--- src/rtl/gpio_mmio_port.sv ---
// gpio_mmio_port
//   Memory-mapped 8-bit GPIO responder sitting on the core's data-memory bus.
//   Four word registers live in a 16-byte window at BASE_ADDR:
//     +0x0 OUT  (RW)  drives gpio_port_out
//     +0x4 IN   (RO)  synchronized pin value
//     +0x8 EDGE (W1C) sticky rising-edge flags
//     +0xC EN   (RW)  interrupt mask for EDGE
//   Ports:
//     clk, reset          system clock, synchronous active-high reset
//     Address, WriteData  byte address / store data from the core
//     MemWrite, MemRead   single-cycle store / load strobes
//     Select              combinational window hit (aligned addresses only)
//     ReadData            registered load data, holds when no load
//     gpio_port_in        asynchronous input pins
//     gpio_port_out       output pins
//     irq                 registered level interrupt, |(EDGE & EN)
module gpio_mmio_port #(
  parameter logic [31:0] BASE_ADDR  = 32'h1001_0000,
  parameter int          DATA_WIDTH = 32
) (
  input  logic                  clk,
  input  logic                  reset,
  input  logic [31:0]           Address,
  input  logic [DATA_WIDTH-1:0] WriteData,
  input  logic                  MemWrite,
  input  logic                  MemRead,
  output logic                  Select,
  output logic [DATA_WIDTH-1:0] ReadData,
  input  logic [7:0]            gpio_port_in,
  output logic [7:0]            gpio_port_out,
  output logic                  irq
);

  localparam logic [1:0] OFF_OUT  = 2'd0;
  localparam logic [1:0] OFF_IN   = 2'd1;
  localparam logic [1:0] OFF_EDGE = 2'd2;
  localparam logic [1:0] OFF_EN   = 2'd3;

  logic [7:0]            out_q, out_d;
  logic [7:0]            en_q, en_d;
  logic [7:0]            edge_q, edge_d;
  logic [7:0]            sync1_q, sync1_d;
  logic [7:0]            sync2_q, sync2_d;
  logic [7:0]            prev_q, prev_d;
  logic [DATA_WIDTH-1:0] rdata_q, rdata_d;
  logic                  irq_q, irq_d;

  logic [1:0] offset;
  logic [7:0] reg_rd;
  logic [7:0] rise;
  logic [7:0] clr;
  logic       unused_wdata_hi;

  // Only the low byte of a store is meaningful.
  assign unused_wdata_hi = ^WriteData[DATA_WIDTH-1:8];

  assign offset = Address[3:2];
  assign Select = (Address[31:4] == BASE_ADDR[31:4]) && (Address[1:0] == 2'b00);

  always_comb begin
    reg_rd = 8'h00;
    case (offset)
      OFF_OUT:  reg_rd = out_q;
      OFF_IN:   reg_rd = sync2_q;
      OFF_EDGE: reg_rd = edge_q;
      OFF_EN:   reg_rd = en_q;
      default:  reg_rd = 8'h00;
    endcase
  end

  always_comb begin
    out_d   = out_q;
    en_d    = en_q;
    rdata_d = rdata_q;
    clr     = 8'h00;

    sync1_d = gpio_port_in;
    sync2_d = sync1_q;
    prev_d  = sync2_q;
    rise    = sync2_q & ~prev_q;

    if (MemWrite && Select) begin
      case (offset)
        OFF_OUT:  out_d = WriteData[7:0];
        OFF_EDGE: clr   = WriteData[7:0];
        OFF_EN:   en_d  = WriteData[7:0];
        default:  ;
      endcase
    end

    // A new rise on a bit being cleared in the same cycle keeps the flag set.
    edge_d = (edge_q & ~clr) | rise;
    irq_d  = |(edge_q & en_q);

    // Reads use current register contents, so a simultaneous store returns
    // the pre-write value.
    if (MemRead) begin
      rdata_d = Select ? {{(DATA_WIDTH-8){1'b0}}, reg_rd} : '0;
    end
  end

  always_ff @(posedge clk) begin
    if (reset) begin
      out_q   <= 8'h00;
      en_q    <= 8'h00;
      edge_q  <= 8'h00;
      sync1_q <= 8'h00;
      sync2_q <= 8'h00;
      prev_q  <= 8'h00;
      rdata_q <= '0;
      irq_q   <= 1'b0;
    end else begin
      out_q   <= out_d;
      en_q    <= en_d;
      edge_q  <= edge_d;
      sync1_q <= sync1_d;
      sync2_q <= sync2_d;
      prev_q  <= prev_d;
      rdata_q <= rdata_d;
      irq_q   <= irq_d;
    end
  end

  assign gpio_port_out = out_q;
  assign ReadData      = rdata_q;
  assign irq           = irq_q;

endmodule

--- config.mk ---
export PLATFORM = sky130hd
export DESIGN_NAME = gpio_mmio_port
export DESIGN_NICKNAME = d
export VERILOG_FILES = /design/src/rtl/gpio_mmio_port.sv
export SDC_FILE = /design/constraint.sdc
export NUM_CORES = 1
export LEC_CHECK = 0
export ABC_AREA = 1
export CAP_MARGIN = 20
export CORE_MARGIN = 2
export CORE_UTILIZATION = 35
export DETAILED_ROUTE_END_ITERATION = 10
export MAX_ROUTING_LAYER = met4
export PLACE_DENSITY = 0.74
export SYNTH_ARGS = -nofsm -noshare
export SYNTH_HDL_FRONTEND = slang
export SYNTH_SLANG_ARGS = --single-unit
--- constraint.sdc ---
create_clock -name clk -period 3.2 [get_ports clk]
set_input_delay 0.48 -clock clk [delete_from_list [all_inputs] [get_ports clk]]
set_output_delay 0.48 -clock clk [all_outputs]
set_load 0.02 [all_outputs]
# Word level (Yosys, flattened, before mapping)
# Index checks and enable logic that the tools add are counted.
totals:
  ff_bits: 81
  in_bits: 76
  output_inout_bits: 42
  elab_cells: 29
op_classes:
  eq_ne: 4
  muxes: 4
  bitwise: 6
  n_reduce_logical: 7
ops:
  columns: ["cell", "count"]
  rows:
  - ["$pmux 8 s4", 1]
  - ["$eq 28x25->1 const B", 1]
  - ["$and 8x8->8", 3]
  - ["$mux 8", 3]
  - ["$not 8->8", 2]
  - ["$or 8x8->8", 1]
  - ["$reduce_or 8->1", 1]
  - ["$eq 2x2->1 const B", 2]
  - ["$logic_not 2->1", 2]
  - ["$reduce_and 2->1", 2]
  - ["$eq 2x1->1 const B", 1]
  - ["$logic_and 1x1->1", 2]

# Longest topological paths before layout
# Gate-level depths: netlist of run 1.
logic_depth:
  ltp_word: 7
  ltp_mapped: 10
  depth_no_buf: 10

# Worst setup path before layout of run 1
# No wires, ideal clock.
synth_path:
  kind: "input-to-output"
  from: "input Address[27]"
  to: "output Select"
  t_arrival_ns: 1.077
  required_ns: 2.720
  path_slack_ns: 1.643
  path_stages: 5
  path_buffers: 0
  path_cell_list: "nor2_1 nand2_1 nor2_1 nand2_1 nor2_1"
synth_via:
  elab_chain_len: 2
synth_lines:
  columns: ["element", "line", "rtl"]
  rows:
  - ["from (decl)", "23", "input logic [31:0] Address,"]
  - ["$eq 28x25->1", "58", "assign Select = (Address[31:4] == BASE_ADDR[31:4]) && (Address[1:0] == 2'b00);"]
  - ["$logic_and 1x1->1", "58", null]
  - ["to (decl)", "27", "output logic Select,"]
# No other way between the ends.

# Worst setup path after layout of run 1
layout_path:
  from: "input Address[16]"
  to: "output Select"
# Same word-level chain as after synthesis.

==> qor.yml, run 1 <==
yosys:
  synth-async-reset-ratio: 0
  seq_area_frac_synth: 0.396
  syn_area_per_cell_um2: 6.55
  syn_area_mm2: 0.00288
  synth.distinct_cells: 22
  synth-edff-count: 0
  ys_ff_latch: 57
  synthFlopType: "dfxtp_1"
  syn_inst: 440
  ys_warn_count: 0
route:
  drt_iter0_drc: 143
  wl_per_cell_um: 10.6
  num_vias: 2730
  dr.pass1.iters: 4
  viasPerCell: 4.43
  ant_nets: 0
  wirelength_um: 6530
  drc: 0
place:
  dp_hpwl_um: 4910
  place_area_mm2: 0.00353
  place.gp.congestion: 0.838
  io_buffers: 69
timing:
  finalSetupViolations: 0
  skew_ns: 0.00488
  rsz0062_at_grt: "no"
  drv_slew: 0
  report.final.hold_viol_count: 0
  fin_tns_setup_ns: 0
  finalCriticalPeriod_ns: 2.54
  max_freq_mhz: 394
  relSlewSlack: 0.491
  tightest_slew_ns: 0.762
  min_period_over_period: 0.793
die:
  dieWidth_um: 94.7
  chipHeight_um: 94.7
  io_pins: 118
  rows: 33
  die-area_mm2: 0.00897
  core_mm2: 0.00809
  start_util: 0.356
cts:
  post-cts-setup-buffers: 0
  path_clk_slew_ns: 0.06
  cts_resized: 0
  insertion_delay_ns: 0.33
  hold_buffers: 0
  cts-root-buf: "clkbuf_8"
  cts_tree: "done"
  cts.htree.levels: 3
  clock_sinks: 57
  clk_path_buf_depth: 2
  cts_buffers: 9
power_and_ir_drop:
  seqPwrFrac: 0.443
  power.net_switching_w: 0.000381
  p_leak_nw: 1.65
  p_comb_frac: 0.105
  clkPwrFrac: 0.453
  power_density_mw_per_mm2: 443
  internal_power_w: 0.00128
  vdd_ir_drop_max_mv: 0.312
  p_sw_frac: 0.229
setup_path:
  crit_slowest_cell: "clkdlybuf4s50_1"
  r2r_cells: 4
  rrSetupSlack_ns: 2.13
  crit_fanout: 2
  endpoint_kind: "primary output"
  cpPeakStageDelay_ns: 0.63
  critPathMostFrequentCell: "nor2_1"
  crit_family: "buffers and inverters"
  path_buf_inv: 3
  worst_ep_required_time_ns: 2.72
  r2r_end: "irq"
  worstSetupStartpointType: "input pin"
  path_cells: "clkdlybuf4s50_1, inv_1, nor2_1, nand2_1, nor2_1, nand2_1, nor2_1, clkdlybuf4s50_1"
  crit_type: "in2out"
  rr_startpoint: "edge_q[7]"
  worst_ep_arrival_time_ns: 2.06
finish:
  drive_gt1_frac: 0.0489
  antenna_cells: 0
  postLayoutCellArea_mm2: 0.00375
  syn2layout_area_growth_pct: 30.4
  layout.nets: 582
  fill_cells: 821
global_routing:
  grt.total_usage: 0.156
  overflow: 0
  grt_pass1_vias: 2581
  grt_pass1_wl_um: 10700
  grt_max_degree: 34
  antenna_found_initial: 0
flow_run:
  maxCapViolCount: 0
hold_path:
  hold_end: "prev_d[4]"
  hold_path_class: "reg2reg"
  whs_path_depth: 2
  worst_hold_startpoint: "sync1_q[4]"
run_status:
  status: "completed"
-- cell usage in the layout, fill, tap and decap left out, types with 2 or more instances in the layout --
master | synthesis | final
nor2_1 | 84 | 84
clkbuf_8 | 0 | 11
a21oi_1 | 9 | 9
conb_1 | 1 | 24
buf_4 | 25 | 2
nand3_4 | 2 | 2
dfxtp_1 | 57 | 57
nor2_2 | 3 | 3
nand4_1 | 24 | 24
clkdlybuf4s50_1 | 0 | 69
a221oi_1 | 2 | 2
nand3_1 | 24 | 24
bufinv_16 | 0 | 2
nand2_1 | 111 | 111
clkinv_2 | 0 | 2
inv_1 | 79 | 79
-- logic make-up (layout without fill, tap and decap cells) --
group | count (synthesis) | after routing | share of synthesized area
AOI/OAI and AO/OA | 11 | 11 | 0.0217
buffers and inverters | 119 | 167 | 0.201
DFF | 57 | 57 | 0.396
other | 1 | 24 | 0.00130
and+or+nand+nor | 252 | 252 | 0.380
-- cell type report --
type / instances / area [µm²] / share of cell area
multi-input cells: 287 / 1250 / 0.332
flip-flops and latches: 57 / 1140 / 0.304
clock inverters: 5 / 77.6 / 0.0207
clock buffers: 11 / 151 / 0.0403
well taps: 105 / 131 / 0.0350
repair buffers: 71 / 706 / 0.188
inverters: 80 / 300 / 0.0800
-- worst register-to-register path, stage by stage (launching register included) --
cell,delay (ns)
dfxtp_1,0.32
nand2_1,0.07
nand2_1,0.05
a221oi_1,0.35
a21oi_1,0.13
-- synth_stat cells (2+ instances only) --
cell type / instances / area share
a21oi_1: 9 / 0.016
a221oi_1: 2 / 0.0061
buf_1: 3 / 0.0039
buf_2: 3 / 0.0052
buf_4: 25 / 0.065
buf_6: 3 / 0.012
clkbuf_1: 4 / 0.0052
dfxtp_1: 57 / 0.40
inv_1: 79 / 0.10
nand2_1: 111 / 0.14
nand3_1: 24 / 0.042
nand3_4: 2 / 0.012
nand4_1: 24 / 0.052
nor2_1: 84 / 0.11
nor2_2: 3 / 0.0065
-- per-layer routing --
metal / global-route usage / vias to the layer above / wire length (µm)
li1: - / 1404 / -
met1: 0.158 / 1218 / 2590
met2: 0.281 / 100 / 3280
met3: 0.0527 / 8 / 587
met4: 0.0543 / 0 / 75
met5: - / - / 0
-- sequential cells by signal (all words and copies together), names as in the netlist --
signal	cells
en_q	8
edge_q	8
prev_d	8
gpio_port_out	8
prev_q	8
ReadData	8
sync1_q	8
irq	1
-- per-stage QoR --
step / power (W) / hold WS [ns] / utilization / instances / setup WS, ns
2_1_floorplan: 0.000865 / 0.388 / - / 463 / 1.64
3_3_place_gp: 0.000920 / 0.393 / 0.436 / 600 / 0.687
3_5_place_dp: 0.000925 / 0.394 / 0.436 / 600 / 0.669
4_1_cts: 0.00169 / 0.400 / 0.464 / 616 / 0.660
5_1_grt: 0.00174 / 0.407 / 0.464 / 616 / 0.529
6_report: 0.00166 / 0.399 / 0.464 / 616 / 0.662
-- worst max path at each step --
stage / from / endpoint / slack (ns) / cells after the start
global route: Address[16] / Select / 0.53 / 8
finish: Address[16] / Select / 0.66 / 8
detailed placement: Address[16] / Select / 0.67 / 8
CTS: Address[16] / Select / 0.66 / 8
floorplan: Address[27] / Select / 1.64 / 5
global placement: Address[16] / Select / 0.69 / 8
-- power groups by stage --
stage          clock [W]  combinational, W  sequential [W]
5_1_grt         0.000813          0.000193        0.000737
4_1_cts         0.000776          0.000174        0.000736
3_3_place_gp           0          0.000169        0.000751
6_report        0.000753          0.000174        0.000736
2_1_floorplan          0          0.000115        0.000749
3_5_place_dp           0          0.000173        0.000752
Note: power is estimated with default switching activity, not from simulation.
==> inputs of run 2 (changes only) <==
==> constraint.sdc (replaced) <==
create_clock -name clk -period 2.5 [get_ports clk]
set_input_delay 0.375 -clock clk [delete_from_list [all_inputs] [get_ports clk]]
set_output_delay 0.375 -clock clk [all_outputs]
set_load 0.02 [all_outputs]
==> qor.yml, run 2 (same netlist as run 1, synthesis figures left out) <==
timing:
  drv_slew: 0  # unchanged
  fin_tns_setup_ns: 0  # unchanged
  relSlewSlack: 0.500  # +0.00894
  min_period_over_period: 0.921
  finalCriticalPeriod_ns: 2.30
  worst_slack_ns: 0.198  # -0.464 ns
  report.final.hold_viol_count: 0  # unchanged
  finalSetupViolations: 0  # unchanged
  max_freq_mhz: 434
  skew_ns: 0.00655  # +0.00167 ns
  rsz0062_at_grt: "no"
  tightest_slew_ns: 0.749  # -0.0134 ns
finish:
  seq_area_mm2: 0.00114  # unchanged
  drive_gt1_frac: 0.0508  # +0.00186
  final_cell_mix: "111 x nand2_1, 84 x nor2_1, 79 x inv_1"
  syn2layout_area_growth_pct: 29.2
  multiInputGateArea_mm2: 0.00125  # unchanged
  fill_cells: 840  # +2.3%
  layout.nets: 584  # +0.34%
  final_common_cell: "nand2_1"
  antenna_cells: 0  # unchanged
cts:
  post-cts-setup-buffers: 0  # unchanged
  cts.htree.levels: 3  # unchanged
  cts_buffers: 9  # unchanged
  path_clk_slew_ns: 0.06  # about the same
  clk_path_buf_depth: 2  # unchanged
  cts_tree: "done"
  clock_sinks: 57  # unchanged
  cts_resized: 0  # unchanged
  insertion_delay_ns: 0.34  # about the same
  cts-root-buf: "clkbuf_8"
  hold_buffers: 0  # unchanged
route:
  num_vias: 2741  # +0.40%
  viasPerCell: 4.44  # +0.24%
  dr.pass1.iters: 4  # unchanged
  wirelength_um: 6420  # -1.7%
  wl_per_cell_um: 10.4  # -1.8%
  drt_iter0_drc: 138  # -3.5%
  drc: 0  # unchanged
  ant_nets: 0  # unchanged
setup_path:
  crit_fanout: 2  # unchanged
  r2r_cells: 4  # unchanged
  crit_slowest_cell: "clkdlybuf4s50_1"
  path_buf_inv: 2  # -1
  cpPeakStageDelay_ns: 0.63  # about the same
  r2r_end: "irq"
  worstSetupStartpointType: "input pin"
  crit_type: "in2out"
  worst_ep_arrival_time_ns: 1.93  # -0.13 ns
  worst_ep_required_time_ns: 2.12  # -0.60 ns
  endpoint_kind: "primary output"
  crit_family: "buffers and inverters"
  rrSetupSlack_ns: 1.45  # -0.68 ns
  rr_startpoint: "edge_q[6]"
  path_cells: "clkdlybuf4s50_1, nor2_1, and3_1, nand2_1, nor2_1, clkdlybuf4s50_1"
place:
  io_buffers: 69  # unchanged
  place.gp.congestion: 0.818  # -2.3%
  place_ws_ns: 0.167  # -0.501 ns
  dp_hpwl_um: 4890  # -0.45%
die:
  chipHeight_um: 94.7  # unchanged
  start_util: 0.356  # unchanged
  io_pins: 118  # unchanged
  core_mm2: 0.00809  # unchanged
  dieWidth_um: 94.7  # unchanged
  rows: 33  # unchanged
  die-area_mm2: 0.00897  # unchanged
global_routing:
  grt_pass1_vias: 2553  # -1.1%
  antenna_found_initial: 0  # unchanged
  grt_max_degree: 34  # unchanged
  overflow: 0  # unchanged
  grt.total_usage: 0.153  # -0.00284
  grt_pass1_wl_um: 10400  # -2.9%
run_status:
  status: "completed"
power_and_ir_drop:
  vdd_ir_drop_max_mv: 0.395  # +27%
  power_density_mw_per_mm2: 522  # +18%
  p_leak_nw: 1.65  # -0.43%
flow_run:
  maxCapViolCount: 0  # unchanged
hold_path:
  worst_hold_startpoint: "sync1_q[4]"
  hold_path_class: "reg2reg"
  hold_end: "prev_d[4]"
  whs_path_depth: 2  # unchanged
run 2: changes by cell type in the layout (fill, tap and decap cells not counted), sizes merged:
cell / previous run / this run
clkbuf: 11 / 12
clkinvlp: 1 / 0
bufinv: 2 / 0
clkinv: 3 / 4
buf: 2 / 4
run 2: power breakdown:
group	switching (W)	internal [W]	total [W]
clock	0.000346	0.000429	0.000776
sequential	0.0000106	0.000932	0.000942
combinational	0.000124	0.0000999	0.000224
total	0.000481	0.00146	0.00194
run 2: how the worst max path moves through the flow:
| stage | from | end | slack [ns] | depth (start not counted) |
|---|---|---|---|---|
| CTS | Address[5] | Select | 0.17 | 6 |
| detailed placement | Address[5] | Select | 0.17 | 6 |
| floorplan | Address[8] | edge_q[4] | 1.09 | 8 |
| global placement | Address[16] | Select | 0.19 | 8 |
| global route | Address[5] | Select | 0.08 | 6 |
| finish | Address[5] | Select | 0.20 | 6 |
run 2: final cells by class:
cell class / count / share of cell area
Multi-Input combinational cell: 287 / 0.335
Sequential cell: 57 / 0.307
Timing Repair Buffer: 73 / 0.194
Inverter: 80 / 0.0807
Clock buffer: 12 / 0.0444
Tap cell: 105 / 0.0353
Clock inverter: 3 / 0.00403
run 2: stage by stage:
step / utilization / cell area, µm² / cells / power, W / hold WS, ns
2_1_floorplan: - / 2970 / 463 / 0.00111 / 0.388
3_3_place_gp: 0.438 / 3540 / 602 / 0.00118 / 0.392
4_1_cts: 0.460 / 3720 / 617 / 0.00197 / 0.408
6_report: 0.460 / 3720 / 617 / 0.00194 / 0.405
5_1_grt: 0.460 / 3720 / 617 / 0.00204 / 0.415
3_5_place_dp: 0.438 / 3540 / 602 / 0.00119 / 0.397
run 2: per-layer routing:
layer,up-vias,part of all wire,global-route usage
met5,-,0,-
met4,0,0.013,0.0568
met3,10,0.089,0.0615
met2,93,0.49,0.273
met1,1226,0.40,0.150
li1,1412,-,-
run 2: tightest hold or removal path: cells and delay by family, from the launching register on:
kind | cells | cell delay, ns
flip-flops | 1 | 0.29
buffers and inverters | 1 | 0.04
AND/OR/NAND/NOR | 1 | 0.03
